<file path="src/rtl/spec_adder_vl.sv">
// rtl/spec_adder_vl.sv - variable-latency speculative segmented adder
// Approximate mode returns the speculative sum; exact mode iterates carry repair until consistent.
module spec_adder_vl #(
  parameter int WIDTH = 16,
  parameter int SEG   = 4,
  parameter int P     = 2,
  localparam int NSEG = WIDTH / SEG,
  localparam int NW   = $clog2(NSEG)
) (
  input  logic             clk,
  input  logic             rst,
  input  logic             in_valid,
  output logic             in_ready,
  input  logic [WIDTH-1:0] a,
  input  logic [WIDTH-1:0] b,
  input  logic             cin,
  input  logic             mode,
  output logic             out_valid,
  input  logic             out_ready,
  output logic [WIDTH-1:0] sum,
  output logic             cout,
  output logic             err,
  output logic [NW-1:0]    ncorr
);

  typedef enum logic [1:0] {IDLE, CALC, DONE} state_t;

  state_t            state_q, state_d;
  logic [WIDTH-1:0]  a_q, a_d;
  logic [WIDTH-1:0]  b_q, b_d;
  logic              mode_q, mode_d;
  logic [NSEG-1:0]   c_q, c_d;
  logic              err_q, err_d;
  logic [NW-1:0]     ncorr_q, ncorr_d;
  logic [WIDTH-1:0]  sum_q, sum_d;
  logic              cout_q, cout_d;

  logic [NSEG-1:1]   spec_c;
  logic [NSEG-1:0]   co;
  logic [WIDTH-1:0]  seg_sum;
  logic [NSEG-1:1]   mis;
  logic              accept;

  // Window carry: x + y overflows P bits exactly when x > ~y.
  always_comb begin
    spec_c = '0;
    for (int j = 1; j < NSEG; j++) begin
      spec_c[j] = a[j*SEG-1 -: P] > ~b[j*SEG-1 -: P];
    end
  end

  always_comb begin
    co      = '0;
    seg_sum = '0;
    for (int j = 0; j < NSEG; j++) begin
      {co[j], seg_sum[j*SEG +: SEG]} = {1'b0, a_q[j*SEG +: SEG]}
                                     + {1'b0, b_q[j*SEG +: SEG]}
                                     + {{SEG{1'b0}}, c_q[j]};
    end
  end

  always_comb begin
    mis = '0;
    for (int j = 1; j < NSEG; j++) begin
      mis[j] = c_q[j] ^ co[j-1];
    end
  end

  assign in_ready  = (state_q == IDLE) || ((state_q == DONE) && out_ready);
  assign accept    = in_valid && in_ready;
  assign out_valid = (state_q == DONE);
  assign sum       = sum_q;
  assign cout      = cout_q;
  assign err       = err_q;
  assign ncorr     = ncorr_q;

  always_comb begin
    state_d = state_q;
    a_d     = a_q;
    b_d     = b_q;
    mode_d  = mode_q;
    c_d     = c_q;
    err_d   = err_q;
    ncorr_d = ncorr_q;
    sum_d   = sum_q;
    cout_d  = cout_q;

    case (state_q)
      CALC: begin
        // ncorr is still zero only on the first evaluation of a transaction.
        if (ncorr_q == '0) begin
          err_d = |mis;
        end
        if (!mode_q || (mis == '0)) begin
          sum_d   = seg_sum;
          cout_d  = co[NSEG-1];
          state_d = DONE;
        end else begin
          c_d[NSEG-1:1] = co[NSEG-2:0];
          ncorr_d       = ncorr_q + NW'(1);
        end
      end
      DONE: begin
        if (out_ready) begin
          state_d = IDLE;
        end
      end
      default: ;
    endcase

    if (accept) begin
      a_d     = a;
      b_d     = b;
      mode_d  = mode;
      c_d     = {spec_c, cin};
      err_d   = 1'b0;
      ncorr_d = '0;
      state_d = CALC;
    end
  end

  always_ff @(posedge clk) begin
    if (rst) begin
      state_q <= IDLE;
      a_q     <= '0;
      b_q     <= '0;
      mode_q  <= 1'b0;
      c_q     <= '0;
      err_q   <= 1'b0;
      ncorr_q <= '0;
      sum_q   <= '0;
      cout_q  <= 1'b0;
    end else begin
      state_q <= state_d;
      a_q     <= a_d;
      b_q     <= b_d;
      mode_q  <= mode_d;
      c_q     <= c_d;
      err_q   <= err_d;
      ncorr_q <= ncorr_d;
      sum_q   <= sum_d;
      cout_q  <= cout_d;
    end
  end

endmodule
</file>
<file path="config.mk">
export PLATFORM = sky130hd
export DESIGN_NAME = spec_adder_vl
export DESIGN_NICKNAME = d
export VERILOG_FILES = /design/src/rtl/spec_adder_vl.sv
export SDC_FILE = /design/constraint.sdc
export NUM_CORES = 1
export LEC_CHECK = 0
export BUFFER_PORTS_ARGS = -buffer_cell sky130_fd_sc_hd__clkbuf_2
export CAP_MARGIN = 10
export CORE_ASPECT_RATIO = 0.8
export CORE_MARGIN = 8
export CORE_UTILIZATION = 60
export CTS_CLUSTER_SIZE = 20
export DETAILED_ROUTE_END_ITERATION = 8
export GPL_ROUTABILITY_DRIVEN = 0
export MAX_ROUTING_LAYER = met4
export PLACE_DENSITY = 0.88
export SLEW_MARGIN = 40
export SYNTH_ARGS = -nofsm -noshare
export SYNTH_HDL_FRONTEND = slang
export SYNTH_SLANG_ARGS = --single-unit
export TNS_END_PERCENT = 100
</file>
<file path="constraint.sdc">
create_clock -name clk -period 6.5 [get_ports clk]
set_input_delay 0.65 -clock clk [delete_from_list [all_inputs] [get_ports clk]]
set_output_delay 0.65 -clock clk [all_outputs]
set_load 0.02 [all_outputs]
</file>
==> impl_metrics.tcl <==
set metrics [dict create \
    outcome "finished clean" \
    grt_overflow 0 \
    grt_pass1_vias 2731 \
    grt_pass1_wl_mm 12.5 \
    syn_to_final_growth_pct 16.2 \
    ys_ff_latch 59 \
    synthFlopType "dfxtp_1" \
    antenna_left 0 \
    cp-start-kind "register" \
    crit_path_max_fanout 9 \
    dieArea_um2 8000 \
    max_slew.worst_pin.slew_ns 0.567 \
    fin_worst_skew_ns 0.00603 \
    rsz0062_at_grt "no" \
    portBuffers 59 \
    core_area_um2 5320 \
    p_per_area_nw_per_um2 340 \
    mostFrequentLayoutCell "nand2_1" \
    cts_tree "yes" \
    ctsRootBufferMaster "clkbuf_8" \
    drive_gt1_share_pct 21.5 \
    critPathMaxStageDelay_ns 0.57 \
    crit_top_cell "fa_1" \
    track_usage_pct 20.4 \
    num_io_pins 60 \
    syn-cell-area_um2 3230 \
    routed_wl_mm 7.47 \
    vias 2730 \
    ys_seq_area_share_pct 36.6 \
    maxCapViolations 0 \
    drt-pass1-iter-count 5 \
    chipHeight_um 81.6 \
    cts_buffers 9 \
    finalCritPeriodShare_pct 45.0 \
    syn-num-nets 450 \
    clock_latency_ns 0.35 \
    required_ns 6.73 \
    ctsHoldBuffers 0 \
    grt_start_max_net_pins 58 \
    antenna_found_initial 0 \
    htree_levels 3 \
    max-slew-margin-rel_pct 62.2 \
    drv_slew 0 \
    antenna_cells 0 \
    synth_warnings 0 \
    dpl_cell_area_um2 3550 \
    tns_ns 0 \
    post-route-util_pct 70.5 \
    worst_path_max_delay_cell "a41o_1" \
    dpl.hpwl_mm 5.52 \
    die_w_um 98.0 \
    start_util_pct 60.7 \
    final_nets 505 \
    initialDrtViolationCount 128 \
    setup-violations-final 0 \
    rows 24 \
    drc 0 \
    via_per_inst 5.40 \
    endpoint_kind "register" \
    hold_class "reg2reg" \
    syn_inst 382 \
    period_minus_slack_ns 2.92 \
    cts_setup_buffers 0 \
    p_leak_nw 1.68 \
    arrival_ns 3.16 \
    synth_cell_types 44 \
    worstSetupPathType "reg2reg" \
    wl_per_cell_um 14.8 \
    clk_pin_slew_ns 0.06 \
    cts.sinks 59 \
    final-hold-violation-count 0 \
    design_area_um2 3750 \
    final_cell_mix "nand2_1, dfxtp_1, clkbuf_2" \
    ir_drop_mv 0.163 \
    synthArstFlopShare_pct 0 \
    cts_resized 0 \
    path_cells "inv_1 > fa_1 > fa_1 > nand2b_1 > a21oi_4 > xnor2_1 > a41o_1 > mux2_4" \
    clock.fmax_mhz 342 \
    clock_path_buffers 2 \
    syn_area_per_cell_um2 8.45 \
    synth_edf_count 0 \
]
==> flip-flops by register name, summed over array words and instances (netlist names) <==
signal and count:
b_q 16, c_q 4, cout 1, a_q 16
sum 16, mode_q 1, ncorr 2, state_q 2
err 1
==> Yosys cell counts (2+ instances only) <==
cell	n	area (um^2)
nand3_1	3	15.0
nor3_1	5	25.0
nor2b_1	12	75.1
xor2_1	2	17.5
o2111ai_1	3	26.3
a21oi_1	47	235
nand2_1	86	323
dfxtp_1	59	1180
fa_1	8	160
or3b_2	3	26.3
mux2_4	7	105
o21ai_0	5	25.0
o311ai_0	2	17.5
xnor2_1	3	26.3
inv_1	31	116
buf_1	2	7.51
mux2i_1	11	110
a21o_1	3	22.5
nor2_1	20	75.1
a21oi_4	2	32.5
clkbuf_1	15	56.3
mux2_2	2	22.5
o21a_1	4	30.0
a31oi_1	2	12.5
nand2b_1	3	18.8
a211oi_1	2	15.0
ha_1	22	275
and2_1	2	12.5
==> where the power goes <==
part / total [mW] / internal, mW / switching, mW
logic: 0.476 / 0.192 / 0.284
clock network: 0.325 / 0.188 / 0.138
registers: 0.473 / 0.430 / 0.0434
==> critical path, delay by kind of cell, from the launching register on <==
family	cells	cell delay, ns
DFF	1	0.34
adders and majority gates	2	0.86
buffers and inverters	1	0.06
xor gates and xnor gates	1	0.21
AOI/OAI and AO/OA	2	0.79
muxes	1	0.34
and+or+nand+nor	1	0.21
==> path summary, 6_finish.rpt <==
kind	startpoint	end	slack, ns	cells past startpoint
setup / recovery	a_q[0]	sum[9]	3.58	8
hold / removal	b_q[3]	b_q[3]	0.46	2
setup reg to reg	a_q[0]	sum[9]	3.58	8
hold reg to reg	b_q[3]	b_q[3]	0.46	2
==> cells by family after synthesis <==
family,synth area share [%]
buf+inv,6.05
xor+xnor,1.86
compound gates,15.2
flops,36.6
mux,7.37
simple gates,19.5
fa+ha+maj,13.5
==> through the flow <==
stage	setup slack, ns	std cells	power [mW]	hold WS [ns]
after floorplan	3.96	382	0.828	0.436
after global placement	3.69	491	0.928	0.444
after detailed placement	3.59	491	0.952	0.452
after CTS	3.59	506	1.28	0.460
after global routing	3.46	506	1.35	0.484
final	3.58	506	1.27	0.460
==> layer usage <==
layer	share of wire [%]	vias to the layer above	global-route usage, %
li1	-	1378	-
met4	1.3	0	8.37
met2	47	100	32.5
met5	0	-	-
met3	7.6	10	7.37
met1	44	1242	23.2
==> cell type report <==
| type | count | area [um^2] |
|---|---|---|
| clock buffers | 14 | 193 |
| clock inverters | 1 | 5.00 |
| fillers | 398 | 1570 |
| inverters | 32 | 120 |
| multi-input cells | 273 | 1850 |
| flip-flops and latches | 59 | 1180 |
| well taps | 65 | 81.3 |
| repair buffers | 62 | 318 |
Power figures use the tool's default switching activity.
